==> config.mk <==
export PLATFORM = sky130hd
export DESIGN_NAME = uart_frame_tx
export DESIGN_NICKNAME = d
export VERILOG_FILES = /design/src/rtl/uart_frame_tx.sv
export SDC_FILE = /design/constraint.sdc
export NUM_CORES = 1
export LEC_CHECK = 0
export ABC_AREA = 1
export CAP_MARGIN = 20
export CORE_AREA = 2 2 162 164
export DETAILED_ROUTE_END_ITERATION = 6
export DIE_AREA = 0 0 164 166
export GPL_TIMING_DRIVEN = 0
export PLACE_DENSITY = 0.46
export RECOVER_POWER = 100
export SYNTH_ARGS = -nofsm -noshare
export SYNTH_HDL_FRONTEND = slang
export SYNTH_SLANG_ARGS = --single-unit
==> constraint.sdc <==
create_clock -name CLK -period 2.56 [get_ports CLK]
set_clock_uncertainty 0.2 [all_clocks]
set_input_delay 0.384 -clock CLK [delete_from_list [all_inputs] [get_ports CLK]]
set_output_delay 0.384 -clock CLK [all_outputs]
set_load 0.05 [all_outputs]
==> src/rtl/uart_frame_tx.sv <==
// 8N1 UART transmitter fed by a small byte FIFO; overflow is flagged (sticky), never back-pressured.
// o_tx and o_busy are registered from the FSM state, so the line lags the state register by one cycle.
module uart_frame_tx #(
    parameter int ClkFreq   = 50_000_000,
    parameter int BaudRate  = 115_200,
    parameter int FifoDepth = 16
) (
    input  logic                         CLK,
    input  logic                         RST,
    input  logic [7:0]                   i_byte,
    input  logic                         i_valid,
    output logic                         o_tx,
    output logic                         o_busy,
    output logic                         o_empty,
    output logic                         o_full,
    output logic [$clog2(FifoDepth):0]   o_count,
    output logic                         o_overflow
);

    localparam int CLKS_PER_BIT = ClkFreq / BaudRate;
    localparam int CW           = (CLKS_PER_BIT > 1) ? $clog2(CLKS_PER_BIT) : 1;
    localparam int AW           = $clog2(FifoDepth);
    localparam int NW           = AW + 1;
    localparam logic [CW-1:0] BAUD_LAST  = CW'(CLKS_PER_BIT - 1);
    localparam logic [NW-1:0] COUNT_FULL = NW'(FifoDepth);

    typedef enum logic [1:0] {IDLE, START, DATA, STOP} state_t;

    logic [7:0]    mem [FifoDepth];
    logic [AW-1:0] wr_ptr_reg, rd_ptr_reg;
    logic [NW-1:0] count_reg, count_next;
    logic          overflow_reg;
    state_t        state_reg, state_next;
    logic [CW-1:0] baud_reg, baud_next;
    logic [2:0]    bit_reg, bit_next;
    logic [7:0]    shift_reg, shift_next;
    logic          tx_reg, tx_next;
    logic          busy_reg;
    logic          push, pop, full, empty, bit_done;

    assign full     = (count_reg == COUNT_FULL);
    assign empty    = (count_reg == '0);
    assign push     = i_valid && !full;
    assign bit_done = (baud_reg == BAUD_LAST);

    // Storage array has no reset so it can map onto RAM resources.
    always_ff @(posedge CLK) begin
        if (push) begin
            mem[wr_ptr_reg] <= i_byte;
        end
    end

    always_comb begin
        count_next = count_reg;
        case ({push, pop})
            2'b10:   count_next = count_reg + NW'(1);
            2'b01:   count_next = count_reg - NW'(1);
            default: count_next = count_reg;
        endcase
    end

    always_ff @(posedge CLK or negedge RST) begin
        if (!RST) begin
            wr_ptr_reg   <= '0;
            rd_ptr_reg   <= '0;
            count_reg    <= '0;
            overflow_reg <= 1'b0;
        end else begin
            if (push) begin
                wr_ptr_reg <= wr_ptr_reg + AW'(1);
            end
            if (pop) begin
                rd_ptr_reg <= rd_ptr_reg + AW'(1);
            end
            count_reg <= count_next;
            // A write while full is lost even if a pop frees a slot on the same edge.
            if (i_valid && full) begin
                overflow_reg <= 1'b1;
            end
        end
    end

    always_comb begin
        state_next = state_reg;
        baud_next  = baud_reg;
        bit_next   = bit_reg;
        shift_next = shift_reg;
        pop        = 1'b0;
        tx_next    = 1'b1;
        case (state_reg)
            IDLE: begin
                if (!empty) begin
                    pop        = 1'b1;
                    shift_next = mem[rd_ptr_reg];
                    baud_next  = '0;
                    state_next = START;
                end
            end
            START: begin
                tx_next   = 1'b0;
                baud_next = bit_done ? '0 : baud_reg + CW'(1);
                if (bit_done) begin
                    bit_next   = 3'd0;
                    state_next = DATA;
                end
            end
            DATA: begin
                tx_next   = shift_reg[0];
                baud_next = bit_done ? '0 : baud_reg + CW'(1);
                if (bit_done) begin
                    shift_next = shift_reg >> 1;
                    if (bit_reg == 3'd7) begin
                        state_next = STOP;
                    end else begin
                        bit_next = bit_reg + 3'd1;
                    end
                end
            end
            STOP: begin
                tx_next   = 1'b1;
                baud_next = bit_done ? '0 : baud_reg + CW'(1);
                if (bit_done) begin
                    state_next = IDLE;
                end
            end
            default: state_next = IDLE;
        endcase
    end

    always_ff @(posedge CLK or negedge RST) begin
        if (!RST) begin
            state_reg <= IDLE;
            baud_reg  <= '0;
            bit_reg   <= '0;
            shift_reg <= '0;
            tx_reg    <= 1'b1;
            busy_reg  <= 1'b0;
        end else begin
            state_reg <= state_next;
            baud_reg  <= baud_next;
            bit_reg   <= bit_next;
            shift_reg <= shift_next;
            tx_reg    <= tx_next;
            busy_reg  <= (state_reg != IDLE);
        end
    end

    assign o_tx       = tx_reg;
    assign o_busy     = busy_reg;
    assign o_empty    = empty;
    assign o_full     = full;
    assign o_count    = count_reg;
    assign o_overflow = overflow_reg;

endmodule

# Word-level counts from Yosys, hierarchy flattened
# Memory sizes are Yosys's and may differ from the RTL's.
# Cells that the tools add are included.
[word_totals]
ff_bits = 38
ramBits = 128
inputBits = 11
output_inout_bits = 10
wordCells = 66
mem_count = 1
[mem_list]
columns = ["memory", "words", "width", "read_ports", "rd_clocked_by_memory_dff", "write_ports", "line_no", "source"]
rows = [
  ["mem", 16, 8, 1, 0, 1, "29", "logic [7:0] mem [FifoDepth];"],
]
[op_classes]
addsub = 6
n_eq_ne = 14
muxes = 22
n_reduce_logical = 13
[op_table]
columns = ["operator", "count"]
rows = [
  ["$mux 9", 2],
  ["$pmux 9 s2", 1],
  ["$mux 8", 2],
  ["$pmux 8 s2", 1],
  ["$ne 2x2->1 const B", 6],
  ["$mux 2", 5],
  ["$pmux 5 s2", 1],
  ["$add 9x1->9 const B", 1],
  ["$eq 9x9->1 const B", 1],
  ["$mux 3", 3],
  ["$add 4x1->4 const B", 2],
  ["$pmux 2 s4", 1],
  ["$reduce_bool 2->1", 4],
  ["$eq 2x2->1 const B", 3],
  ["$pmux 3 s2", 1],
  ["$add 5x1->5 const B", 1],
  ["$eq 5x5->1 const B", 1],
  ["$logic_not 5->1", 1],
  ["$reduce_and 5->1", 1],
  ["$sub 5x1->5 const B", 1],
  ["$eq 2x1->1 const B", 2],
  ["$mux 1", 4],
  ["$reduce_and 4->1", 1],
  ["$add 3x1->3 const B", 1],
  ["7 further kinds", 8],
]

# Longest topological paths before layout
[depth]
depth_word = 5
ltp_mapped = 16

# Worst setup path after synthesis
# No wires, ideal clock.
[synth_timing]
path_type = "reg2reg"
startpoint = "register count_reg[1], in the netlist o_count[1]"
endpoint = "register count_reg[4], in the netlist o_count[4]"
arrival_time_ps = 2664
required_ps = 2293
slack_ps = -371
path_stages_with_launch = 16
path_buffers = 0
path_cell_list = "dfrtp_1 -> nor2_1 -> nand2_1 -> nor2_2 -> inv_1 -> nand2_2 -> ha_1 -> xor2_1 -> ha_1 -> inv_1 -> nand2_1 -> nand3_1 -> nand2_1 -> xor2_1 -> nand2_1 -> nand2_1"
[synth_between]
elab_chain_cells = 5
[synth_rtl]
columns = ["element", "line_no", "source"]
rows = [
  ["start, declared", "31", "logic [NW-1:0] count_reg, count_next;"],
  ["start signal, assigned", "75", "count_reg <= count_next;"],
  ["$eq 5x5->1 (*)", "41", "assign full = (count_reg == COUNT_FULL);"],
  ["named net o_full", "15", "output logic o_full,"],
  ["$logic_not 1->1 (*)", "43", "assign push = i_valid && !full;"],
  ["$logic_and 1x1->1 (*)", "43", ""],
  ["$eq 2x1->1 or $eq 2x2->1 (tied branches)", "55", "case ({push, pop})"],
  ["$pmux 5 s2 or $reduce_bool 2->1 (tied branches)", "-", ""],
]
# The timed path passes the listed nets; every way through them passes the cells marked *.
# A chain may end at the register's enable or synchronous reset.

# Worst setup path in the final report
[layout_timing]
startpoint = "register count_reg[0], in the netlist o_count[0]"
endpoint = "register count_reg[4], in the netlist o_count[4]"
[layout_between]
elab_chain_cells = 5
[layout_rtl]
columns = ["element", "line_no", "source"]
rows = [
  ["$logic_not 5->1 (*)", "42", "assign empty = (count_reg == '0);"],
  ["$mux 1 (*)", "92", "if (!empty) begin"],
  ["$mux 1 (*)", "90", "case (state_reg)"],
  ["named net pop", "39", "logic push, pop, full, empty, bit_done;"],
  ["$eq 2x1->1 or $eq 2x2->1 (tied branches)", "55", ""],
  ["$pmux 5 s2 or $reduce_bool 2->1 (tied branches)", "-", ""],
]
# Marked as above.

==> results.json <==
{
  "std_cell_rows": 59,
  "dr.pass1.iters": 5,
  "endpoint_arrival_time_on_the_critical_path_ns": 2.60,
  "netlist_top_cells_area": "sky130_fd_sc_hd__edfxtp_1 51%, sky130_fd_sc_hd__nand2_1 13%, sky130_fd_sc_hd__dfrtp_1 12%",
  "critPathSlowestCell": "sky130_fd_sc_hd__dfrtp_2",
  "cpPeakStageDelay_ns": 0.45,
  "number_of_nets_in_the_layout": 823,
  "maxCapViolCount": 0,
  "grt_setup_unrepaired": "yes",
  "drv_slew": 0,
  "synth_warnings": 0,
  "crit_path_cell_trace": "nor2_2, nand2_2, nor2_4, inv_2, nand2_2, inv_2, ha_4, ha_1, inv_1, o21bai_1, inv_1, nand2_1, xor2_1, nand2_1, nand2_1",
  "die_h_um": 166,
  "multiInputGateArea_sq_um": 2330,
  "synth_enable_flop_cells": 128,
  "num_io_pins": 21,
  "vdd_ir_drop_max_uv": 611,
  "setup_viol_count_final": 0,
  "fin_cells": 1142,
  "netlist.area_leader.share_pct": 51.0,
  "crit_path_frequent_cell": "sky130_fd_sc_hd__nand2_1",
  "timing_worst_setup_path_type": "reg2reg",
  "gp_congestion": 0.849,
  "grt_antenna_before_repair": 0,
  "clock_sinks": 166,
  "synth_ff_type": "sky130_fd_sc_hd__edfxtp_1",
  "clock_latency_ns": 0.43,
  "detail_route.vias_per_cell": 4.37,
  "antenna_violating_nets_post_route": 0,
  "synth_top_cell_by_area": "sky130_fd_sc_hd__edfxtp_1",
  "cts_bufs_inserted": 17,
  "power.clock.fraction_pct": 25.0,
  "vias": 4988,
  "synth_area_per_cell_sq_um": 10.0,
  "grt_pass1_wl_um": 29900,
  "pwr-share-seq_pct": 34.7,
  "netlist-cell-type-count": 33,
  "synthesis.area_sq_um": 7530,
  "placed_cells": 1109,
  "number_of_instances_in_the_synthesized_netlist": 753,
  "cellLeakagePower_nw": 3.75,
  "flip_flop_count_of_the_largest_register_all_copies_and_words_added": 128,
  "end_kind": "flop",
  "fin_worst_hold_slack_ns": 0.258,
  "grt_max_degree": 22,
  "worst_pin_slew_ns": 1.03,
  "crit_required_ns": 2.72,
  "fill_cells": 2576,
  "io_buffers": 20,
  "cp-start-kind": "flop",
  "drc_errors": 0,
  "layout_worst_path_cycle_share_pct": 95.2,
  "holdCritPathClass": "reg2reg",
  "root_buffer": "sky130_fd_sc_hd__clkbuf_16",
  "vias_in_the_first_global_route": 4966,
  "chip_width_um": 164,
  "syn-num-nets": 782,
  "cts.reportedPaths.clkPinSlew_ns": 0.07,
  "design.core.area_sq_um": 25600,
  "seq_area_frac_synth_pct": 63.7,
  "wl_um": 19000,
  "hold_fails_final_rpt": 0,
  "timing.fmax_mhz": 410,
  "internal-power_w": 0.00605,
  "antenna_cells": 0,
  "areaGrowthSynthToFinish_pct": 17.4,
  "post-synth-top-count-cell": "sky130_fd_sc_hd__nand2_1",
  "grt_use_total_pct": 14.9,
  "clock_tree.htree_level_count": 4,
  "comb_power_share_pct": 40.3,
  "cp_max_fo": 6,
  "run_status": "completed",
  "final_layout_size_suffix_gt1_share_pct": 12.0,
  "switchingPower_w": 0.00436,
  "post_cts_setup_buffers": 0,
  "postSynthRegisterBits": 166,
  "final-seq-area_sq_um": 4800,
  "fin_crit_ns": 2.44,
  "maximum_root_to_sink_buffer_count": 2,
  "sw_frac_of_total_pct": 41.9,
  "die-area_sq_um": 27200,
  "wl_per_cell_um": 16.7,
  "clock_tree_from_tritoncts": "built",
  "grt_remaining_overflow": 0,
  "relSlewSlack_pct": 31.3,
  "post-dp-hpwl_um": 12800,
  "power.density_cell_area_nw_per_um2": 1180,
  "synthArstFlopShare_pct": 22.9,
  "yosys-top-cells-count": "253 x sky130_fd_sc_hd__nand2_1, 128 x sky130_fd_sc_hd__edfxtp_1, 92 x sky130_fd_sc_hd__nand3_1",
  "dr.first_iter.drc_count": 249,
  "floorplan.initialDensity_pct": 29.4
}
==> placed cells by master (no fill, tap or decap), types with 4 or more instances in the layout <==
cell type                         count
sky130_fd_sc_hd__nand2_1            251
sky130_fd_sc_hd__a21oi_1              6
sky130_fd_sc_hd__buf_2               15
sky130_fd_sc_hd__nand3_1             92
sky130_fd_sc_hd__dfrtp_2              5
sky130_fd_sc_hd__clkdlybuf4s50_1      9
sky130_fd_sc_hd__clkbuf_1             6
sky130_fd_sc_hd__nor2_2              18
sky130_fd_sc_hd__dfrtp_1             32
sky130_fd_sc_hd__nand2_2              6
sky130_fd_sc_hd__inv_1               85
sky130_fd_sc_hd__dlygate4sd3_1        9
sky130_fd_sc_hd__ha_1                16
sky130_fd_sc_hd__buf_4                5
sky130_fd_sc_hd__o22ai_1              4
sky130_fd_sc_hd__o21ai_0             15
sky130_fd_sc_hd__edfxtp_1           128
sky130_fd_sc_hd__xor2_1              11
sky130_fd_sc_hd__inv_8                6
sky130_fd_sc_hd__clkbuf_16           17
sky130_fd_sc_hd__nor2_1              26
==> cells by family (layout without fill, tap and decap cells) <==
group           after synthesis  after routing  share of synthesized area [%]
compound gates               34             34                           2.56
xor+xnor                     16             16                           1.86
fa+ha+maj                    18             18                           2.99
buf+inv                     117            171                           6.43
flops                       166            166                           63.7
simple gates                402            402                           22.5
==> final cells by class <==
class	count	share of cell area, %
sequential	166	54.3
multi-input combinational	470	26.4
clock buffer	17	4.81
tap	335	4.74
inverter	90	3.82
timing repair buffer	22	2.33
clock inverter	15	1.99
buffer	27	1.66
==> worst max-delay path, delay by kind of cell (launching register included) <==
family,cells,cell delay (ns)
compound gates,1,0.13
simple gates,7,0.68
fa+ha+maj,2,0.52
flops,1,0.45
xor+xnor,1,0.14
buf+inv,4,0.25
==> metrics by stage <==
stage               setup slack (ns)  util (%)  TNS, ns  total power, W  instance area (sq um)
global placement              -0.390      32.0   -23.98         0.00787                   8190
finish                         0.123      34.5        0          0.0104                   8840
global route                 -0.0666      34.5  -0.0666          0.0112                   8840
floorplan                    -0.0572         -  -0.0572         0.00647                   7570
CTS                           0.0191      34.4        0          0.0105                   8820
detailed placement            -0.248      32.0   -13.19         0.00789                   8210
==> per-layer routing <==
layer	track usage (%)	vias up	routed length [um]
li1	-	2525	-
met1	20.1	2363	9000
met2	24.1	75	9070
met3	2.42	25	517
met4	5.80	0	436
met5	0	-	0
==> power by group through the flow <==
stage | logic (W) | clock network [W] | registers (W)
floorplan | 0.00264 | 0 | 0.00383
global placement | 0.00420 | 0 | 0.00367
detailed placement | 0.00422 | 0 | 0.00367
CTS | 0.00422 | 0.00266 | 0.00362
global route | 0.00474 | 0.00276 | 0.00367
finish | 0.00420 | 0.00260 | 0.00362
==> repair_timing <==
item                                    in CTS  in global routing
cloned                                       0                  0
endpoints found under the setup margin      10                 84
gates resized for setup                      3                 15
endpoints found under the hold margin       17                  0
hold buffers                                 1                  0
==> final timing paths <==
| path | slack [ns] | endpoint | start | cells past startpoint |
|---|---|---|---|---|
| setup reg to reg | 0.12 | o_count[4] | o_count[0] | 15 |
| max in group asynchronous | 0.60 | o_tx | RST | 3 |
| hold reg to reg | 0.26 | o_overflow | o_overflow | 1 |
| min in group asynchronous | 0.46 | o_busy | RST | 2 |
| setup / recovery | 0.12 | o_count[4] | o_count[0] | 15 |
| hold / removal | 0.26 | o_overflow | o_overflow | 1 |
No activity file was read; power rests on OpenSTA's default activity.
